==> config.mk <==
export PLATFORM = sky130hd
export DESIGN_NAME = rclas_pipe
export DESIGN_NICKNAME = d
export VERILOG_FILES = /design/src/rtl/rclas_pipe.sv
export SDC_FILE = /design/constraint.sdc
export NUM_CORES = 1
export LEC_CHECK = 0
export ABC_CLOCK_PERIOD_IN_PS = 1880
export BUFFER_PORTS_ARGS = -buffer_cell sky130_fd_sc_hd__buf_2
export CAP_MARGIN = 40
export CORE_ASPECT_RATIO = 0.8
export CORE_MARGIN = 3
export CORE_UTILIZATION = 50
export CTS_CLUSTER_DIAMETER = 150
export DETAILED_ROUTE_END_ITERATION = 7
export PLACE_DENSITY = 0.68
export SYNTH_ARGS = -nofsm -noshare
export SYNTH_HDL_FRONTEND = slang
export SYNTH_SLANG_ARGS = --single-unit
==> constraint.sdc <==
create_clock -name clk -period 1.88 [get_ports clk]
set_input_delay 0.282 -clock clk [delete_from_list [all_inputs] [get_ports clk]]
set_output_delay 0.282 -clock clk [all_outputs]
set_load 0.01 [all_outputs]
==> src/rtl/rclas_pipe.sv <==
// Pipelined 16-bit recursive carry-lookahead subtractor: diff = a - b - bin.
// Kill/propagate/generate prefix of spans 1, 2, 4, 8; every row registered behind a global valid/ready stall.
module rclas_pipe #(
  parameter int unsigned WIDTH = 16
) (
  input  logic             clk,
  input  logic             rst_n,
  input  logic             flush,
  input  logic             in_valid,
  output logic             in_ready,
  input  logic [WIDTH:1]   a,
  input  logic [WIDTH:1]   b,
  input  logic             bin,
  output logic             out_valid,
  input  logic             out_ready,
  output logic [WIDTH:1]   diff,
  output logic             borrow,
  output logic             zero,
  output logic             ovf
);

  localparam int unsigned NROW = 4;

  logic [WIDTH-1:0] g_q [NROW];
  logic [WIDTH-1:0] g_d [NROW];
  logic [WIDTH-1:0] p_q [NROW];
  logic [WIDTH-1:0] p_d [NROW];
  logic [WIDTH-1:0] h_q [NROW];
  logic [WIDTH-1:0] h_d [NROW];
  logic [NROW-1:0]  c0_q, c0_d;
  logic [NROW:0]    valid_q, valid_d;
  logic [WIDTH-1:0] diff_q, diff_d;
  logic             borrow_q, borrow_d;
  logic             zero_q, zero_d;
  logic             ovf_q, ovf_d;

  logic             adv;
  logic             c0_in;
  logic [WIDTH-1:0] g_in, p_in, h_in;
  logic [WIDTH-1:0] carry;
  logic [WIDTH-1:0] diff_x;

  function automatic logic [WIDTH-1:0] row_g(input logic [WIDTH-1:0] g,
                                             input logic [WIDTH-1:0] p,
                                             input int unsigned span);
    row_g = g;
    for (int unsigned i = span; i < WIDTH; i++) row_g[i] = g[i] | (p[i] & g[i-span]);
  endfunction

  function automatic logic [WIDTH-1:0] row_p(input logic [WIDTH-1:0] p,
                                             input int unsigned span);
    row_p = p;
    for (int unsigned i = span; i < WIDTH; i++) row_p[i] = p[i] & p[i-span];
  endfunction

  always_comb begin
    adv      = ~valid_q[NROW] | out_ready;
    in_ready = adv & ~flush;

    // Carry-in is folded into bit 0 up front, so the prefix yields true carries with no extra row.
    c0_in   = ~bin;
    g_in    = a & ~b;
    p_in    = a | ~b;
    h_in    = a ^ ~b;
    g_in[0] = g_in[0] | (p_in[0] & c0_in);
    p_in[0] = 1'b0;

    carry    = row_g(g_q[NROW-1], p_q[NROW-1], 8);
    diff_x   = h_q[NROW-1] ^ {carry[WIDTH-2:0], c0_q[NROW-1]};

    g_d      = g_q;
    p_d      = p_q;
    h_d      = h_q;
    c0_d     = c0_q;
    diff_d   = diff_q;
    borrow_d = borrow_q;
    zero_d   = zero_q;
    ovf_d    = ovf_q;

    if (adv) begin
      g_d[0]  = g_in;
      p_d[0]  = p_in;
      h_d[0]  = h_in;
      c0_d[0] = c0_in;
      for (int unsigned s = 1; s < NROW; s++) begin
        g_d[s]  = row_g(g_q[s-1], p_q[s-1], 1 << (s - 1));
        p_d[s]  = row_p(p_q[s-1], 1 << (s - 1));
        h_d[s]  = h_q[s-1];
        c0_d[s] = c0_q[s-1];
      end
      diff_d   = diff_x;
      borrow_d = ~carry[WIDTH-1];
      zero_d   = ~|diff_x;
      ovf_d    = carry[WIDTH-1] ^ carry[WIDTH-2];
    end

    if (flush)    valid_d = '0;
    else if (adv) valid_d = {valid_q[NROW-1:0], in_valid & in_ready};
    else          valid_d = valid_q;
  end

  always_ff @(posedge clk or negedge rst_n) begin
    if (!rst_n) begin
      for (int unsigned s = 0; s < NROW; s++) begin
        g_q[s] <= '0;
        p_q[s] <= '0;
        h_q[s] <= '0;
      end
      c0_q     <= '0;
      valid_q  <= '0;
      diff_q   <= '0;
      borrow_q <= 1'b0;
      zero_q   <= 1'b0;
      ovf_q    <= 1'b0;
    end else begin
      g_q      <= g_d;
      p_q      <= p_d;
      h_q      <= h_d;
      c0_q     <= c0_d;
      valid_q  <= valid_d;
      diff_q   <= diff_d;
      borrow_q <= borrow_d;
      zero_q   <= zero_d;
      ovf_q    <= ovf_d;
    end
  end

  assign out_valid = valid_q[NROW];
  assign diff      = diff_q;
  assign borrow    = borrow_q;
  assign zero      = zero_q;
  assign ovf       = ovf_q;

endmodule

# After elaboration in Yosys (flattened, before gate mapping)
# Cells that the tools add are included.
# op_classes
muxes	2
bitwise	147
reduce_logical	3
# op_table
operator	n
$and A1 B1 Y1	86
$or A1 B1 Y1	51
$xor A16 B16 Y16	2
$and A16 B16 Y16	1
$not A16 Y16	1
$or A16 B16 Y16	1
$reduce_or A16 Y1	1
$mux W5	2
$not A1 Y1	4
$reduce_bool A2 Y1	1
$logic_not A1 Y1	1
$xor A1 B1 Y1	1
# word_totals
register_bits	205
inputBits	38
output_inout_bits	21
wordCells	170

# Depth between registers and ports, before layout
# depth
depth_word	6
ltp_mapped	6

# Worst setup path after synthesis
# Ideal clock, no wire load.
# synth_timing
path_kind	register to output
start	reg valid_q[4]
end	out in_ready
arrival_ps	1093
required_ps	1598
path_slack_ps	505
path_stages_with_launch	5
n_path_buf	2
path_cell_list	dfrtp_1 -> and2b_1 -> buf_4 -> buf_2 -> nor2_1
# synth_between
elab_chain_cells	3
# synth_rtl
item	line_no	text
start: declaration	31	logic [NROW:0] valid_q, valid_d;
start signal: assignment	120	valid_q <= valid_d;
$not A1 Y1	57	adv = ~valid_q[NROW] | out_ready;
$or A1 B1 Y1	57	
$and A1 B1 Y1	58	in_ready = adv & ~flush;
end: declaration	10	output logic in_ready,
# Every way passes these cells.

# Worst setup path in the final report
# Ends and elaborated chain as after synthesis.

==> results <==
- The run finished with clean final reports.
- The count of filler cells inserted in the layout is 1,529.
- The longest individual stage delay on the worst path is 0.45 ns.
- The switching share of power is 24.9%.
- The dominant delay contributor by cell family on the critical path is flip-flops.
- The max-slew violation count is 0.
- The number of inserted diodes is 0.
- The reported net switching power is 2.55 mW.
- The critical path class is flop to output port.
- The power share of the clock group is 39.1%.
- The transition at the pin with the smallest max-transition slack is 0.470 ns.
- The number of global-route vias before repair is 5,805.
- The capture point of the worst reg-to-reg path is p_q[53].
- Measured along the x axis, the die boundary spans 152 um.
- The worst hold path endpoint is valid_q[0].
- The synthesized netlist net count is 997.
- The combinational share of power is 9.5%.
- The post-layout worst setup margin is 0.0864 ns.
- The global-route wire length before repair is 29.7 mm.
- Dividing the detail-routed via count by the number of cells gives 4.96.
- The length in cells of the worst reg-to-reg path is 5.
- Power spread over the standard cell area amounts to 1050 nW/um^2.
- Across all layers, the routed design uses 6,054 vias.
- The floorplan row count is 42.
- Clock tree synthesis inserted a total of 21 buffers.
- Setup total negative slack on the finished layout was measured at 0 ns.
- The critical path's slowest cell is dfrtp_1.
- The number of buffers and inverters on the critical path is 1.
- The total of warnings raised by yosys is 0.
- The largest total area in the synthesized netlist belongs to dfrtp_1.
- Data on the critical path arrives at its endpoint at 1.51 ns.
- The count of TritonRoute iterations in the first routing pass is 5.
- The share of synthesized flip-flops with an asynchronous set or reset is 100%.
- The half-perimeter wire length after placement is 12.0 mm.
- The combined area of all synthesized cells is 8530 um^2.
- The kind of end point of the critical path is an output port.
- After detailed routing, the total wire length is 17.4 mm.
- Counting flops with a built-in enable in the synthesized netlist gives 0.
- The cell with the most instances after synthesis is nand2_1.
- Buffers added to address setup during post-CTS repair amount to 0.
- The total count of hold-check failures in the final report was 0.
- The number of resized instances in the post-cts repair step is 0.
- The number of antenna violations at the first check in global routing is 0.
- The fraction of power consumed by sequential logic is 51.4%.
- The internal portion of the total power is 7.72 mW.
- CTS built an H-tree with a depth of 1.
- Clock skew on the completed layout was measured at 0.00940 ns.
- The required time at the endpoint of the critical path is 1.60 ns.
- The leakage dissipation is 4.92 nW.
- Along the worst hold path, the cell count comes to 3.
- The fraction of synthesized cell area taken by the top area cell type is 60.2%.
- By count the netlist is led by nand2_1, dfrtp_1, a21oi_1.
- The top-level port count is 59.
- The cell count after synthesis is 927.
- Timing analysis after detailed placement gives a worst setup slack of 0.377 ns.
- The synthesized area per cell is 9.20 um^2.
- The starting density of the core is 51.3%.
- Port buffering added 58 buffers.
- The final cell utilization of the core is 59.1%.
- After detailed placement, the total cell area comes to 9110 um^2.
- The final setup violation count is 0.
- The worst hold path begins at in_valid.
- The global-route usage over all layers is 19.2%.
- The sink count of the clock tree is 205.
- The total overflow left after global routing is 0.
- Counting I/O delays and the setup requirement, the final critical path takes 1.79 ns.
- Yosys mapped the design onto 24 distinct sky130hd cell types.
- The min-delay analysis places its worst path in the category input port to flop.
- The share of cells above drive strength 1 is 11.4%.
- The detail route stage leaves a number of antenna-violating nets equal to 0.
- Once layout is done, the placed cells without fillers occupy 9810 um^2.
- The worst-case register-to-register setup slack is 0.40 ns.
- The die covers 18,700 um^2.
- The buffer cell driving the clock tree root is clkbuf_16.
- The CTS tree is yes.
- The startpoint identified for the worst register-to-register timing path is valid_q[4].
- Entering global routing, the biggest net connects 74 pins.
- Compared with the post-synthesis result, the final layout area differs by 15.1%.
- For this run, the leading register cell type out of synthesis is dfrtp_1.
- The detailed router's first-iteration violation count is 409.
- The weighted congestion at the end of routability-driven global placement is 0.783.
- The tool flagged a number of max-cap violations equal to 0.
- After synthesis, the cell types taking the most area are dfrtp_1, nand2_1, ha_1.
- The portion of the clock cycle consumed by the worst path in the final layout is 95.4%.
- The maximum vdd ir drop is 618 uV.
- Setup repair after global routing left no endpoint under its margin.
- In this run the deepest clock path goes through 3 buffers.
- The post-synthesis sequential element count is 205.
- The critical path launch point type is a flop.
- The peak clock frequency supported by timing is 558 MHz.
- The core area is 16,600 um^2.
- The worst-path maximum fanout is 13.
- The die is 123 um tall.
- In the final routed layout, each cell accounts on average for 14.3 um.
- For this run, the post-layout net count is 1,057.
- The signal on the critical path passes through and2b_4 -> nor2_1 -> buf_2.
- After detailed routing, the number of remaining DRC violations is 0.
- The proportion of synthesized chip area in sequential cells is 60.2%.
- After clock tree synthesis, the clock-pin slew on the worst setup and hold paths is 0.06 ns.
- Measured against its own limit, the worst slew margin works out to 68.7%.
- The worst-skew pair later-pin latency is 0.49 ns.
==> cell families after synthesis <==
family | synth area share [%]
and+or+nand+nor | 21.5
DFF | 60.2
buffers and inverters | 4.27
adders and majority gates | 4.70
AOI/OAI and AO/OA | 7.65
xor gates and xnor gates | 1.75
==> worst reg2reg max path, delay by kind of cell (launching register included) <==
kind	cells	cell delay (ns)
buf+inv	2	0.54
flops	1	0.45
simple gates	2	0.27
compound gates	1	0.14
==> worst max-delay path by stage <==
stage                           from  endpoint  slack, ns  cells past startpoint
final                     valid_q[4]  in_ready       0.09                      3
after global routing      valid_q[4]  in_ready       0.03                      3
after CTS                 valid_q[4]  in_ready       0.07                      3
after detailed placement   out_ready   g_q[20]       0.38                      4
after global placement     out_ready   g_q[45]       0.42                      4
after floorplan           valid_q[4]  in_ready       0.51                      4
==> sequential cells by signal, indices dropped and copies added, names as in the netlist, 4 cells and up <==
name	flops
diff	16
c0_q	4
carry	8
g_q	56
h_q	64
valid_q	5
p_q	49
==> per-stage QoR <==
step / hold WS, ns / total power, mW / instances
after detailed placement: 0.271 / 6.34 / 1181
after CTS: 0.0252 / 10.4 / 1221
final: 0.0406 / 10.3 / 1221
after floorplan: -0.0136 / 5.81 / 927
after global routing: 0.0471 / 10.8 / 1221
after global placement: 0.267 / 6.30 / 1181
==> power groups by stage <==
stage	Combinational (mW)	Clock, mW	Sequential [mW]
floorplan	0.525	0	5.28
global placement	0.961	0	5.34
detailed placement	0.992	0	5.35
CTS	1.00	4.10	5.27
global route	1.14	4.28	5.33
finish	0.980	4.02	5.27
==> cell type report <==
type,count,area (um^2),area share (%)
Multi-Input combinational cell,646,3050,31.1
Timing Repair Buffer,81,564,5.75
Sequential cell,205,5130,52.3
Clock inverter,5,53.8,0.548
Tap cell,220,275,2.81
Clock buffer,32,617,6.29
Inverter,32,120,1.22
==> repair_timing <==
action,4_1_cts,5_1_grt
hold endpoints to repair,44,0
hold buffers,2,0
endpoints found under the setup margin,1,0
==> metal layers <==
metal | global-route usage, % | part of all wire [%]
met1 | 30.3 | 52
met2 | 28.4 | 43
met3 | 3.14 | 3.6
met4 | 3.37 | 1.6
met5 | 0 | 0
==> placed cells by master (no fill, tap or decap) <==
cell | synthesis | layout
and2b_4 | 0 | 1
a32o_1 | 1 | 1
buf_12 | 0 | 7
nor4b_2 | 1 | 1
inv_1 | 32 | 32
clkbuf_8 | 0 | 6
inv_6 | 0 | 1
nor2_1 | 30 | 30
nor3_1 | 1 | 1
o21a_1 | 1 | 1
nand3_1 | 34 | 34
and4_1 | 1 | 1
nand4_1 | 2 | 2
ha_1 | 32 | 32
clkbuf_1 | 16 | 6
and2_1 | 1 | 1
and2b_1 | 1 | 1
o21ai_0 | 49 | 49
clkinv_2 | 0 | 3
bufinv_16 | 0 | 1
buf_4 | 13 | 14
a21oi_2 | 1 | 1
dlygate4sd3_1 | 0 | 2
clkbuf_16 | 0 | 21
xor2_1 | 7 | 7
nand2b_4 | 0 | 1
nand2_1 | 396 | 396
dfrtp_1 | 205 | 205
buf_2 | 15 | 57
a21oi_1 | 76 | 76
xnor2_1 | 10 | 10
Power figures use the tool's default switching activity.
